$ cat src/rtl/sound_pkg.sv
// ============================================================================
// sound_pkg : shared types and helpers for the sound mixer datapath.
// Revision  : 1.0
// ============================================================================
`default_nettype none

package sound_pkg;

`ifdef SOUND_MIXER_DC_BLOCK_EN
  typedef enum logic [1:0] {
    ST_IDLE = 2'd0,
    ST_MAC  = 2'd1,
    ST_OUT  = 2'd2,
    ST_DCB  = 2'd3
  } mix_state_t;
`else
  typedef enum logic [1:0] {
    ST_IDLE = 2'd0,
    ST_MAC  = 2'd1,
    ST_OUT  = 2'd2
  } mix_state_t;
`endif

  // Sum of CH_NUM products of a signed sample and a zero-extended volume.
  function automatic int unsigned acc_width(input int unsigned in_w,
                                            input int unsigned vol_w,
                                            input int unsigned ch_num);
    return in_w + vol_w + 1 + $clog2(ch_num);
  endfunction

  // Clamp a wide signed value into the range of a w-bit signed number.
  function automatic logic signed [63:0] sat_s(input logic signed [63:0] x,
                                               input int unsigned        w);
    logic signed [63:0] hi;
    logic signed [63:0] lo;
    hi = (64'sd1 <<< (w - 1)) - 64'sd1;
    lo = -(64'sd1 <<< (w - 1));
    if (x > hi)      return hi;
    else if (x < lo) return lo;
    else             return x;
  endfunction

endpackage

`default_nettype wire

$ cat src/rtl/sound_dsm.sv
// ============================================================================
// sound_dsm : first-order delta-sigma modulator, signed word in, 1-bit out.
// Revision  : 1.0
// ============================================================================
`default_nettype none

module sound_dsm #(
  parameter int OUT_W = 16
) (
  input  logic             clk,
  input  logic             n_reset,
  input  logic [OUT_W-1:0] mix_in,
  output logic             pwm_out
);

  logic [OUT_W-1:0] r_dacc;
  logic             r_pwm;
  logic [OUT_W-1:0] w_u;
  logic [OUT_W:0]   w_sum;

  // Offset-binary view of the signed input: density tracks u / 2^OUT_W.
  assign w_u   = {~mix_in[OUT_W-1], mix_in[OUT_W-2:0]};
  assign w_sum = {1'b0, r_dacc} + {1'b0, w_u};

  always_ff @(posedge clk or negedge n_reset) begin
    if (!n_reset) begin
      r_dacc <= '0;
      r_pwm  <= 1'b0;
    end else begin
      r_dacc <= w_sum[OUT_W-1:0];
      r_pwm  <= w_sum[OUT_W];
    end
  end

  assign pwm_out = r_pwm;

endmodule

`default_nettype wire

$ cat src/rtl/sound_mixer_pwm.sv
// ============================================================================
// sound_mixer_pwm : time-multiplexed N-channel volume mixer with saturation
//                   and delta-sigma 1-bit output.
// Option          : SOUND_MIXER_DC_BLOCK_EN adds a DC-blocking high-pass.
// Revision        : 1.0
// ============================================================================
`default_nettype none

module sound_mixer_pwm #(
  parameter int CH_NUM     = 4,
  parameter int IN_W       = 16,
  parameter int VOL_W      = 4,
  parameter int GAIN_SHIFT = 3,
  parameter int OUT_W      = 16,
  parameter int VOL_RESET  = 8
) (
  input  logic                     clk,
  input  logic                     n_reset,
  input  logic                     sample_en,
  input  logic [CH_NUM*IN_W-1:0]   ch_in,
  input  logic                     vol_we,
  input  logic [2:0]               vol_addr,
  input  logic [VOL_W-1:0]         vol_wdata,
  output logic signed [OUT_W-1:0]  mix_out,
  output logic                     mix_valid,
  output logic                     busy,
  output logic                     overrun,
  output logic                     pwm_out
);

  import sound_pkg::*;

  localparam int ACC_W  = acc_width(IN_W, VOL_W, CH_NUM);
  localparam int IDX_W  = $clog2(CH_NUM);
  localparam int PROD_W = IN_W + VOL_W + 1;

  mix_state_t r_state;
  mix_state_t w_state_nxt;

  logic        [VOL_W-1:0] r_vol    [CH_NUM];
  logic        [VOL_W-1:0] r_vol_sh [CH_NUM];
  logic signed [IN_W-1:0]  r_smp_sh [CH_NUM];

  logic signed [ACC_W-1:0] r_acc;
  logic        [IDX_W-1:0] r_idx;
  logic signed [OUT_W-1:0] r_mix;
  logic                    r_valid;
  logic                    r_busy;
  logic                    r_overrun;

  logic signed [IN_W-1:0]   w_smp_cur;
  logic        [VOL_W-1:0]  w_vol_cur;
  logic signed [PROD_W-1:0] w_prod;
  logic signed [ACC_W-1:0]  w_shift;
  logic signed [OUT_W-1:0]  w_sat;
  logic                     w_last;
  logic                     w_start;

  assign w_start = sample_en && (r_state == ST_IDLE);
  assign w_last  = (r_idx == IDX_W'(CH_NUM - 1));

  // Live volume registers and frame-start shadows; out-of-range writes match no channel.
  for (genvar k = 0; k < CH_NUM; k++) begin : g_ch
    always_ff @(posedge clk or negedge n_reset) begin
      if (!n_reset) begin
        r_vol[k]    <= VOL_W'(VOL_RESET);
        r_vol_sh[k] <= '0;
        r_smp_sh[k] <= '0;
      end else begin
        if (vol_we && (vol_addr == 3'(k)))
          r_vol[k] <= vol_wdata;
        if (w_start) begin
          r_vol_sh[k] <= r_vol[k];
          r_smp_sh[k] <= ch_in[k*IN_W +: IN_W];
        end
      end
    end
  end

  always_comb begin
    w_smp_cur = '0;
    w_vol_cur = '0;
    for (int k = 0; k < CH_NUM; k++) begin
      if (r_idx == IDX_W'(k)) begin
        w_smp_cur = r_smp_sh[k];
        w_vol_cur = r_vol_sh[k];
      end
    end
  end

  assign w_prod  = PROD_W'(w_smp_cur) * PROD_W'($signed({1'b0, w_vol_cur}));
  assign w_shift = r_acc >>> GAIN_SHIFT;
  assign w_sat   = OUT_W'(sat_s(64'(w_shift), OUT_W));

`ifdef SOUND_MIXER_DC_BLOCK_EN
  logic signed [OUT_W-1:0] r_sat;
  logic signed [OUT_W-1:0] r_x_prev;
  logic signed [OUT_W-1:0] r_y_prev;
  logic signed [OUT_W-1:0] w_dcb;

  // y = x - x_prev + y_prev - y_prev/256, pole just inside the unit circle.
  assign w_dcb = OUT_W'(sat_s(64'(r_sat) - 64'(r_x_prev) + 64'(r_y_prev)
                              - 64'(r_y_prev >>> 8), OUT_W));
`endif

  always_ff @(posedge clk or negedge n_reset) begin
    if (!n_reset) r_state <= ST_IDLE;
    else          r_state <= w_state_nxt;
  end

  always_comb begin
    w_state_nxt = r_state;
    case (r_state)
      ST_IDLE: if (sample_en) w_state_nxt = ST_MAC;
      ST_MAC:  if (w_last)    w_state_nxt = ST_OUT;
`ifdef SOUND_MIXER_DC_BLOCK_EN
      ST_OUT:  w_state_nxt = ST_DCB;
      ST_DCB:  w_state_nxt = ST_IDLE;
`else
      ST_OUT:  w_state_nxt = ST_IDLE;
`endif
      default: w_state_nxt = ST_IDLE;
    endcase
  end

  always_ff @(posedge clk or negedge n_reset) begin
    if (!n_reset) begin
      r_acc     <= '0;
      r_idx     <= '0;
      r_mix     <= '0;
      r_valid   <= 1'b0;
      r_busy    <= 1'b0;
      r_overrun <= 1'b0;
`ifdef SOUND_MIXER_DC_BLOCK_EN
      r_sat     <= '0;
      r_x_prev  <= '0;
      r_y_prev  <= '0;
`endif
    end else begin
      r_valid <= 1'b0;
      if (sample_en && (r_state != ST_IDLE))
        r_overrun <= 1'b1;
      case (r_state)
        ST_IDLE: begin
          if (sample_en) begin
            r_acc  <= '0;
            r_idx  <= '0;
            r_busy <= 1'b1;
          end
        end
        ST_MAC: begin
          r_acc <= r_acc + ACC_W'(w_prod);
          r_idx <= r_idx + IDX_W'(1);
        end
`ifdef SOUND_MIXER_DC_BLOCK_EN
        ST_OUT: r_sat <= w_sat;
        ST_DCB: begin
          r_mix    <= w_dcb;
          r_x_prev <= r_sat;
          r_y_prev <= w_dcb;
          r_valid  <= 1'b1;
          r_busy   <= 1'b0;
        end
`else
        ST_OUT: begin
          r_mix   <= w_sat;
          r_valid <= 1'b1;
          r_busy  <= 1'b0;
        end
`endif
        default: ;
      endcase
    end
  end

  sound_dsm #(
    .OUT_W   (OUT_W)
  ) u_dsm (
    .clk     (clk),
    .n_reset (n_reset),
    .mix_in  (r_mix),
    .pwm_out (pwm_out)
  );

  assign mix_out   = r_mix;
  assign mix_valid = r_valid;
  assign busy      = r_busy;
  assign overrun   = r_overrun;

endmodule

`default_nettype wire

$ cat config.mk
export PLATFORM = sky130hd
export DESIGN_NAME = sound_mixer_pwm
export DESIGN_NICKNAME = d
export VERILOG_FILES = /design/src/rtl/sound_pkg.sv /design/src/rtl/sound_dsm.sv /design/src/rtl/sound_mixer_pwm.sv
export SDC_FILE = /design/constraint.sdc
export NUM_CORES = 1
export LEC_CHECK = 0
export BUFFER_PORTS_ARGS = -buffer_cell sky130_fd_sc_hd__buf_4
export CAP_MARGIN = 20
export CELL_PAD_IN_SITES_DETAIL_PLACEMENT = 0
export CELL_PAD_IN_SITES_GLOBAL_PLACEMENT = 1
export CORE_ASPECT_RATIO = 0.75
export CORE_MARGIN = 1
export CORE_UTILIZATION = 42
export CTS_CLUSTER_DIAMETER = 50
export CTS_CLUSTER_SIZE = 20
export DETAILED_ROUTE_END_ITERATION = 7
export HOLD_SLACK_MARGIN = 0.12
export PLACE_DENSITY = 0.75
export RECOVER_POWER = 50
export SYNTH_ARGS = -nofsm -noshare
export SYNTH_HDL_FRONTEND = slang
export SYNTH_HIERARCHICAL = 1
export SYNTH_SLANG_ARGS = --single-unit
export TNS_END_PERCENT = 30
$ cat constraint.sdc
create_clock -name clk -period 5 [get_ports clk]
set_input_delay 0.75 -clock clk [delete_from_list [all_inputs] [get_ports clk]]
set_output_delay 0.75 -clock clk [all_outputs]
set_load 0.03 [all_outputs]
# [After elaboration in Yosys (flattened, before gate mapping)]
# Index checks and enable logic that the tools add are counted.
# Widths: inputs -> output; s select.
[totals] reg_bits=159 inputBits=75 output_inout_bits=20 elab_cells=73
[op_classes] n_addsub=3 mul=1 magnitude_cmp=2 eq_ne=10 muxes=20 bitwise_logic=1 n_reduce_logical=15
[op_table] operator="$mux 16" count=6
[op_table] operator="$pmux 23 s2" count=1
[op_table] operator="$add 23x21->23" count=1
[op_table] operator="$mux 23" count=1
[op_table] operator="$mul 16x5->21" count=1
[op_table] operator="$gt 20x16->1 const B" count=1
[op_table] operator="$lt 20x16->1 const B" count=1
[op_table] operator="$add 16x16->17" count=1
[op_table] operator="$mux 4" count=4
[op_table] operator="$pmux 2 s2" count=2
[op_table] operator="$eq 2x2->1 const B" count=3
[op_table] operator="$eq 3x2->1 const B" count=2
[op_table] operator="$logic_and 1x1->1" count=6
[op_table] operator="$mux 2" count=3
[op_table] operator="$reduce_and 2->1" count=3
[op_table] operator="$reduce_bool 2->1" count=3
[op_table] operator="$eq 2x1->1 const B" count=2
[op_table] operator="$logic_not 2->1" count=2
[op_table] operator="$ne 2x2->1 const B" count=2
[op_table] operator="$eq 3x1->1 const B" count=1
[op_table] operator="$logic_not 3->1" count=1
[op_table] operator="$add 2x1->2 const B" count=1
[op_table] operator="$mux 1" count=2
[op_table] operator="$pmux 1 s2" count=1
[op_table] operator="$not 1->1" count=1

# [Depth between registers and ports, before layout]
# Gate-level depths: netlist (run 1).
[depth] ltp_word=8 depth_mapped=23 ltp_nobuf=21

# [Modules after synthesis]
# Netlist (run 1), hierarchy kept.
[by_module_without_submodules] module="sound_mixer_pwm" instances=1 cells_each=1103 area_per_inst_um2=9300.2 seq_area_each_um2=3558.4
[by_module_without_submodules] module="sound_dsm" instances=1 cells_each=118 area_per_inst_um2=1152.4 seq_area_each_um2=425.4

# [Worst setup path after synthesis (run 1)]
# No wires, ideal clock.
[synth_timing] kind="register to register" from="register r_idx[0]" to="register r_acc[20]" setup_time_ns=0.131 arrival_ns=4.947 t_required_ns=4.869 path_slack_ns=-0.078 path_stages_with_launch=24 n_path_buf=3 period_less_slack_ns=5.078 cell_sequence="dfrtp_1 -> inv_1 -> ha_1 -> clkbuf_1 -> nand3b_1 -> a21oi_1 -> a21oi_1 -> nor2_1 -> a21oi_1 -> clkbuf_1 -> nor2_1 -> fa_1 -> fa_1 -> inv_1 -> fa_1 -> inv_1 -> ha_1 -> buf_2 -> nand4_1 -> nor3_1 -> o31a_2 -> o2111ai_1 -> and4_1 -> or3_1"
[synth_between] elab_chain_cells=8 elab_cells_between_ends=15 cone_classes="1 x add/sub; 1 x mul; 3 x eq/ne; 9 x mux; 1 x reduce/logical"
[synth_rtl] item="from (decl)" line="sound_mixer_pwm.sv:45" rtl="logic [IDX_W-1:0] r_idx;"
[synth_rtl] item="from (signal assigned)" line="sound_mixer_pwm.sv:153" rtl="r_idx <= r_idx + IDX_W'(1);"
[synth_rtl] item="$logic_not 2->1" line="sound_mixer_pwm.sv:84" rtl="if (r_idx == IDX_W'(k)) begin"
[synth_rtl] item="$mux 16 or $mux 4 (tied branches) (4 in series)" line="sound_mixer_pwm.sv:84"
[synth_rtl] item="$mul 16x5->21 *" line="sound_mixer_pwm.sv:91" rtl="assign w_prod = PROD_W'(w_smp_cur) * PROD_W'($signed({1'b0, w_vol_cur}));"
[synth_rtl] item="$add 23x21->23 *" line="sound_mixer_pwm.sv:152" rtl="r_acc <= r_acc + ACC_W'(w_prod);"
[synth_rtl] item="$pmux 23 s2 *" line="sound_mixer_pwm.sv:143" rtl="case (r_state)"
[synth_rtl] item="to (signal assigned)" line="sound_mixer_pwm.sv:152"
[synth_rtl] item="to (decl)" line="sound_mixer_pwm.sv:44" rtl="logic signed [ACC_W-1:0] r_acc;"
# Every way passes the cells marked *; elsewhere a longest branch is shown, timed or not.
# A chain may end at the register's enable or synchronous reset.

# [Final worst setup path (run 1)]
[layout_timing] from="register r_idx[1]" to="register r_acc[20]"
# The elaborated chain is that of the path after synthesis.

==> out/qor.csv, run 1 <==
stage,metric,value,unit
setup_path,cpPeakStageDelay,560,ps
drt,wl,28530,um
hold_path,worstHoldPathType,register to register,
clock_network,cts_tree,done,
status,failed_checks,"capacitance limit, slew limit",
final_layout,final_core_util,56.35,%
placed_design,globalplace.congestion,0.9204,
sta,finalHoldViolations,0,
placed_design,dp_hpwl,19710,um
drt,dr_total_vias,8904,
setup_path,critPathSlowestCell,fa_1,
floorplanning,io-pin-count,95,
sta,drv_slew,68,
setup_path,r2r-start,r_idx[1]$_DFFE_PN0P_,
setup_path,startpoint_type,register,
setup_path,r2r_cells,21,
drt,routedWlPerCell,16.38,um
sta,min_period,4949,ps
sta,tightest_slew,3786,ps
placed_design,portBuffers,94,
grt,grt_max_degree,101,
sta,rsz0062_at_grt,true,
clock_network,insertion_delay,450,ps
grt,grt_pass1_wl,44360,um
final_layout,area_growth,30.56,%
clock_network,clk_pin_slew,70,ps
hold_path,hold-path-endpoint,r_vol_sh[10]$_DFFE_PN0P_,
final_layout,nFillCells,2254,
floorplanning,die_h,138.6,um
synthesis,synth_cell_types,57,
setup_path,critPathMaxFanout,5,
hold_path,holdPathStages,2,
drt,drt_iter0_markers,589,
final_layout,drive_above_1_share,25.66,%
setup_path,end_kind,register,
floorplanning,rows,49,
final_layout,final_cell_mix,"nand2_1 (317), buf_4 (183), dfrtp_1 (155), inv_1 (107), nor2_1 (88)",
synthesis,synth-edff-count,0,
synthesis,synth_area,10450,um^2
drt,vias_per_cell,5.111,
synthesis,synth-seq-cells,159,
clock_network,cts_buffers,17,
run,maxCapViolCount,1,
synthesis,yosysWarningCount,6,
sta,max_slew_margin,-152.4,%
synthesis,netlist_instances,1221,
sta,setup_viol,0,
clock_network,clock_path_buffers,2,
setup_path,crit_top_cell,fa_1,
grt,antenna_found_initial,0,
floorplanning,start_util,43.16,%
synthesis,synth_flop_cell,dfrtp_1,
sta,period_share,98.98,%
final_layout,antenna_cells,0,
clock_network,cts_sinks,159,
final_layout,layout_commonest_cell,nand2_1,
sta,fmax,202.1,MHz
clock_network,h-tree-depth,4,
grt,overflow,0,
drt,firstDrtPassIters,5,
sta,finalSetupTns,0,ps
setup_path,path_cells,"inv_2, ha_4, clkbuf_16, nand3b_1, a21oi_2, a21oi_1, nor2_1, a21oi_2, buf_6, nor2_2, fa_1, fa_1, inv_1, fa_1, inv_2, ha_4, a21o_1, o31a_4, o2111ai_4, o32ai_2, or3_1",
setup_path,reg2reg_slack,50,ps
grt,grt_usage,22.31,%
synthesis,async_reset_ff_share,100.0,%
drt,drc,0,
clock_network,hold_buffers,0,
drt,drt.antenna.violating_nets,0,
hold_path,hold_path_startpoint,r_vol[10]$_DFFE_PN0P_,
setup_path,crit_required,5330,ps
floorplanning,fp.dieW,184.2,um
floorplanning,core,24220,um^2
setup_path,crit_type,register to register,
final_layout,nets,1596,
sta,skew,12.10,ps
floorplanning,dieArea,25530,um^2
synthesis,avgSynthCellArea,8.561,um^2
clock_network,root_buffer,clkbuf_16,
setup_path,rr_endpoint,r_acc[20]$_DFFE_PN0P_,
grt,grt_pass1_vias,8538,
status,status,"complete, but fails checks",
setup_path,cp.arrival,5270,ps
synthesis,synth-seq-area-share,38.11,%
synthesis,synth_nets,1419,
worst max-delay path by stage:
stage	slack, ps	end	start	depth (start not counted)
2_1_floorplan	0.9	r_acc[20]$_DFFE_PN0P_	r_idx[0]$_DFFE_PN0P_	23
3_3_place_gp	-150	r_acc[15]$_DFFE_PN0P_	r_idx[1]$_DFFE_PN0P_	23
3_5_place_dp	-180	r_acc[15]$_DFFE_PN0P_	r_idx[1]$_DFFE_PN0P_	23
4_1_cts	-40	r_acc[20]$_DFFE_PN0P_	r_idx[1]$_DFFE_PN0P_	22
5_1_grt	-130	r_acc[21]$_DFFE_PN0P_	r_idx[1]$_DFFE_PN0P_	24
6_report	50	r_acc[20]$_DFFE_PN0P_	r_idx[1]$_DFFE_PN0P_	21
final cells by class:
type                    instances  area (um^2)  share of cell area, %
well taps                     331        414.1                  3.035
clock buffers                  18        439.2                  3.218
flip-flops and latches        159         3984                  29.19
multi-input cells             893         6396                  46.87
inverters                     116        435.4                  3.191
clock inverters                14        148.9                  1.091
repair buffers                211         1829                  13.40
per-stage QoR:
| stage | setup WS, ps | hold WS (ps) | std cells | cell area [um^2] |
|---|---|---|---|---|
| finish | 50.82 | 462.8 | 1742 | 13650 |
| global route | -127.1 | 481.6 | 1742 | 13650 |
| CTS | -41.50 | 318.5 | 1722 | 12840 |
| detailed placement | -175.5 | 444.9 | 1690 | 12210 |
| global placement | -149.2 | 439.7 | 1690 | 12210 |
| floorplan | 0.9206 | 433.1 | 1221 | 10450 |
logic make-up after synthesis:
family                     synth area share (%)
and+or+nand+nor                           21.20
xor gates and xnor gates                  2.346
AOI/OAI and AO/OA                         11.35
buffers and inverters                     6.153
DFF                                       38.11
adders and majority gates                 18.82
muxes                                     2.023
sequential cells by signal, summed over array words and instances, names as in the netlist, 2 cells and up:
| register | cells |
|---|---|
| r_vol | 16 |
| mix_out | 16 |
| r_vol_sh | 16 |
| r_state | 2 |
| u_dsm/r_dacc | 16 |
| r_smp_sh | 64 |
| r_acc | 23 |
| r_idx | 2 |
what timing repair did:
item,CTS,global route
gates cloned,0,7
buffers inserted,0,12
resized for setup,10,121
pin swaps,3,52
endpoints found under the setup margin,11,13
worst max-delay path, delay by kind of cell, from the launching register on:
kind                     cells  cell delay, ps
adder cells (fa/ha/maj)      5            2030
buffers and inverters        5             560
AND/OR/NAND/NOR              4             610
flip-flops                   1             390
AO/OA/AOI/OAI                7            1260
metal layers:
metal / vias to the layer above / part of all wire, % / track usage [%]
met1: 4366 / 51 / 32.71
met2: 190 / 44 / 33.79
li1: 4330 / - / -
met5: - / 0 / 0
met4: 0 / 0.86 / 4.912
met3: 18 / 4.5 / 4.648
synthesized netlist by cell type (2+ instances only):
| cell type | number | share of area, % |
|---|---|---|
| or2_1 | 8 | 0.48 |
| a21oi_1 | 95 | 4.5 |
| mux2i_1 | 2 | 0.19 |
| o21ai_0 | 31 | 1.5 |
| a21boi_1 | 2 | 0.14 |
| buf_2 | 6 | 0.29 |
| fa_1 | 57 | 11 |
| or3_1 | 2 | 0.12 |
| nand2b_1 | 8 | 0.48 |
| dfrtp_1 | 155 | 37 |
| nor2_1 | 103 | 3.7 |
| inv_1 | 115 | 4.1 |
| o311ai_1 | 2 | 0.17 |
| nand4b_1 | 2 | 0.17 |
| o21a_1 | 9 | 0.65 |
| a31o_1 | 2 | 0.17 |
| nand4_1 | 5 | 0.30 |
| a21o_1 | 15 | 1.1 |
| xnor2_1 | 16 | 1.3 |
| o31ai_1 | 8 | 0.57 |
| ha_1 | 66 | 7.9 |
| and3_1 | 4 | 0.24 |
| mux2_2 | 17 | 1.8 |
| o2111ai_1 | 4 | 0.34 |
| o211ai_1 | 5 | 0.36 |
| nand3b_1 | 21 | 1.5 |
| xor2_1 | 12 | 1.0 |
| a31oi_1 | 3 | 0.18 |
| o21ai_1 | 10 | 0.48 |
| and4_1 | 3 | 0.25 |
| clkbuf_1 | 39 | 1.4 |
| buf_1 | 7 | 0.25 |
| nor3_1 | 7 | 0.34 |
| nand3_1 | 28 | 1.3 |
| dfstp_2 | 4 | 1.0 |
| o22ai_1 | 4 | 0.24 |
| nand2_1 | 321 | 12 |
| and2_1 | 4 | 0.24 |
Power of run 1 is not shown: default switching activity piles up to over one toggle a cycle in this logic, so the estimate is an artifact.
==> run 2, diff against run 1 <==
Settings changed: CELL_PAD_IN_SITES_GLOBAL_PLACEMENT 1 to 2, CORE_ASPECT_RATIO 0.75 to unset, CORE_UTILIZATION 42 to 33, PLACE_DENSITY 0.75 to 0.73.
==> run 2 against run 1 <==
The run ends with DRC, capacitance limit, slew limit left; cell area decreased by 1.1%; via count fell by 2.8%; maximum frequency shrank 0.74%; non-clock buffer count is 6 higher; core utilization is 13 points lower; clock skew fell by 1.1 ps; critical path type unchanged; largest cell class unchanged.
==> out/qor.csv, run 2 (synthesized netlist as in run 1, its figures left out) <==
stage,metric,value,unit
status,status,"complete, but fails checks",
status,failed_checks,"DRC, capacitance limit, slew limit",
grt,overflow,0,
power_and_ir_drop,seq_power_share,20.8,%
grt,grt_usage,18.38,%
final_layout,nFillCells,3209,
sta,fin_hold_ws,471.5,ps
hold_path,worstHoldPathType,register to register,
sta,skew,10.99,ps
final_layout,final_cell_mix,"nand2_1 (317), buf_4 (201), dfrtp_1 (155), inv_1 (106), nor2_1 (89)",
drt,drt_iter0_markers,397,
final_layout,top_regs,"r_smp_sh: 64 flops, r_acc: 23 flops",
clock_network,clk_pin_slew,70,ps
power_and_ir_drop,ir_worst_vdd,0.3248,mV
final_layout,regMostFlops,r_smp_sh,
clock_network,insertion_delay,440,ps
sta,setup_viol,0,
sta,worst_slack,13.76,ps
drt,firstDrtPassIters,8,
final_layout,largest_register_ff_count,64,
placed_design,dp.cells,1766,
setup_path,r2r-start,r_idx[1]$_DFFE_PN0P_,
clock_network,cts_buffers,17,
setup_path,cp.arrival,5310,ps
drt,vias_per_cell,4.773,
setup_path,critPathMaxFanout,6,
floorplanning,dieArea,32390,um^2
sta,period_share,99.72,%
hold_path,holdPathStages,2,
final_layout,layout_commonest_cell,nand2_1,
power_and_ir_drop,internal_power,5.950,mW
grt,grt_pass1_vias,8875,
run,maxCapViolCount,1,
setup_path,crit_type,register to register,
setup_path,reg2reg_slack,10,ps
power_and_ir_drop,p_clk_share,12.4,%
hold_path,hold_path_startpoint,r_vol[2]$_DFFE_PN0P_,
sta,rsz0062_at_grt,true,
floorplanning,core,30910,um^2
placed_design,portBuffers,94,
placed_design,globalplace.congestion,0.8213,
sta,tightest_slew,3916,ps
final_layout,area_growth,29.11,%
clock_network,clock_path_buffers,2,
setup_path,rr_endpoint,r_acc[20]$_DFFE_PN0P_,
power_and_ir_drop,p_leak,6.738,nW
grt,grt_pass1_wl,47020,um
drt,routedWlPerCell,15.66,um
clock_network,h-tree-depth,4,
final_layout,nets,1602,
final_layout,layout.cells.non_filler,1813,
floorplanning,io-pin-count,95,
drt,drc,6,
power_and_ir_drop,p_comb_share,66.8,%
drt,drt.antenna.violating_nets,0,
hold_path,hold-path-endpoint,r_vol_sh[2]$_DFFE_PN0P_,
placed_design,dp_slack,-187.4,ps
sta,finalHoldViolations,0,
drt,wl,28390,um
power_and_ir_drop,powerDensity,821.3,nW/um^2
final_layout,drive_above_1_share,24.63,%
power_and_ir_drop,power_switching,5.134,mW
sta,drv_slew,69,
clock_network,root_buffer,clkbuf_16,
grt,antenna_found_initial,0,
power_and_ir_drop,switching_share,46.32,%
setup_path,crit_required,5320,ps
setup_path,end_kind,register,
clock_network,cts_tree,done,
placed_design,dp_hpwl,21140,um
drt,dr_total_vias,8654,
floorplanning,die_h,180.0,um
sta,fmax,200.6,MHz
floorplanning,fp.dieW,180.0,um
floorplanning,start_util,33.82,%
setup_path,startpoint_type,register,
sta,min_period,4986,ps
clock_network,cts_sinks,159,
final_layout,antenna_cells,0,
sta,max_slew_margin,-161.1,%
floorplanning,rows,64,
grt,grt_max_degree,92,
setup_path,r2r_cells,25,
==> run 2: changes by cell type in the layout (fill, tap and decap cells not counted), moves of 3 or more <==
cell	previous run	this run
a21oi_1	66	77
a21oi_2	27	17
buf_4	183	201
buf_6	12	6
clkbuf_16	22	17
clkinv_8	1	4
ha_1	49	53
ha_4	16	11
inv_6	5	2
inv_8	1	5
o2111ai_2	0	3
==> run 2: worst max-delay path by stage <==
stage | start | endpoint | slack, ps | cells past startpoint
2_1_floorplan | r_idx[0]$_DFFE_PN0P_ | r_acc[20]$_DFFE_PN0P_ | 0.9 | 23
3_3_place_gp | r_idx[1]$_DFFE_PN0P_ | r_acc[18]$_DFFE_PN0P_ | -140 | 24
3_5_place_dp | r_idx[1]$_DFFE_PN0P_ | r_acc[20]$_DFFE_PN0P_ | -190 | 23
4_1_cts | r_idx[1]$_DFFE_PN0P_ | r_acc[21]$_DFFE_PN0P_ | 2 | 25
5_1_grt | r_idx[1]$_DFFE_PN0P_ | r_acc[20]$_DFFE_PN0P_ | -190 | 25
6_report | r_idx[1]$_DFFE_PN0P_ | r_acc[20]$_DFFE_PN0P_ | 10 | 25
==> run 2: per-stage QoR <==
| stage | total power, mW | utilization [%] | TNS, ps | cell area (um^2) |
|---|---|---|---|---|
| 3_5_place_dp | 8.988 | 39.94 | -739.5 | 12340 |
| 4_1_cts | 10.56 | 42.22 | 0 | 13050 |
| 3_3_place_gp | 8.967 | 39.94 | -608.3 | 12340 |
| 6_report | 11.08 | 43.66 | 0 | 13500 |
| 2_1_floorplan | 6.419 | - | 0 | 10450 |
| 5_1_grt | 12.23 | 43.66 | -1250 | 13500 |
==> run 2: routing by layer <==
layer  track usage [%]  part of all wire [%]  up-vias
met1             25.60                    50     4182
met2             29.87                    46      113
met5                 0                     0        -
li1                  -                     -     4340
met3             2.715                   2.8       19
met4             4.621                   1.0        0
==> run 2: worst max-delay path, cell delays in order, from the launching register on <==
cell,delay [ps]
dfrtp_1,390
inv_2,90
buf_6,100
ha_4,150
buf_6,120
nand3b_1,90
a21oi_2,150
a21oi_2,40
nor2_1,140
a21oi_2,60
buf_4,140
buf_6,130
or2_4,270
fa_1,520
inv_2,40
fa_1,550
inv_2,40
fa_1,490
inv_2,50
ha_4,290
nand4_1,110
o221ai_2,190
a21o_1,150
a21oi_2,70
and4_1,180
or3_1,330
==> run 2: area by class of cell <==
| type | instances | area (um^2) | share of cell area, % |
|---|---|---|---|
| Clock buffer | 17 | 425.4 | 3.152 |
| Clock inverter | 15 | 193.9 | 1.437 |
| Inverter | 116 | 435.4 | 3.226 |
| Multi-Input combinational cell | 893 | 6237 | 46.22 |
| Sequential cell | 159 | 3984 | 29.52 |
| Tap cell | 396 | 495.5 | 3.671 |
| Timing Repair Buffer | 217 | 1724 | 12.78 |
==> run 2: power groups by stage <==
stage	Sequential, mW	Clock [mW]	Combinational, mW
after floorplan	2.28	0	4.14
after global placement	2.33	0	6.64
after detailed placement	2.32	0	6.67
after CTS	2.31	1.42	6.83
after global routing	2.39	1.47	8.37
final	2.31	1.38	7.40
==> run 2: timing repair <==
item | CTS | global route
endpoints found under the setup margin | 9 | 13
pin swaps | 2 | 41
buffers inserted | 2 | 10
hold buffers | 0 | 0
resized for setup | 15 | 83
gates cloned | 0 | 2
Note: power is estimated with default switching activity, not from simulation.
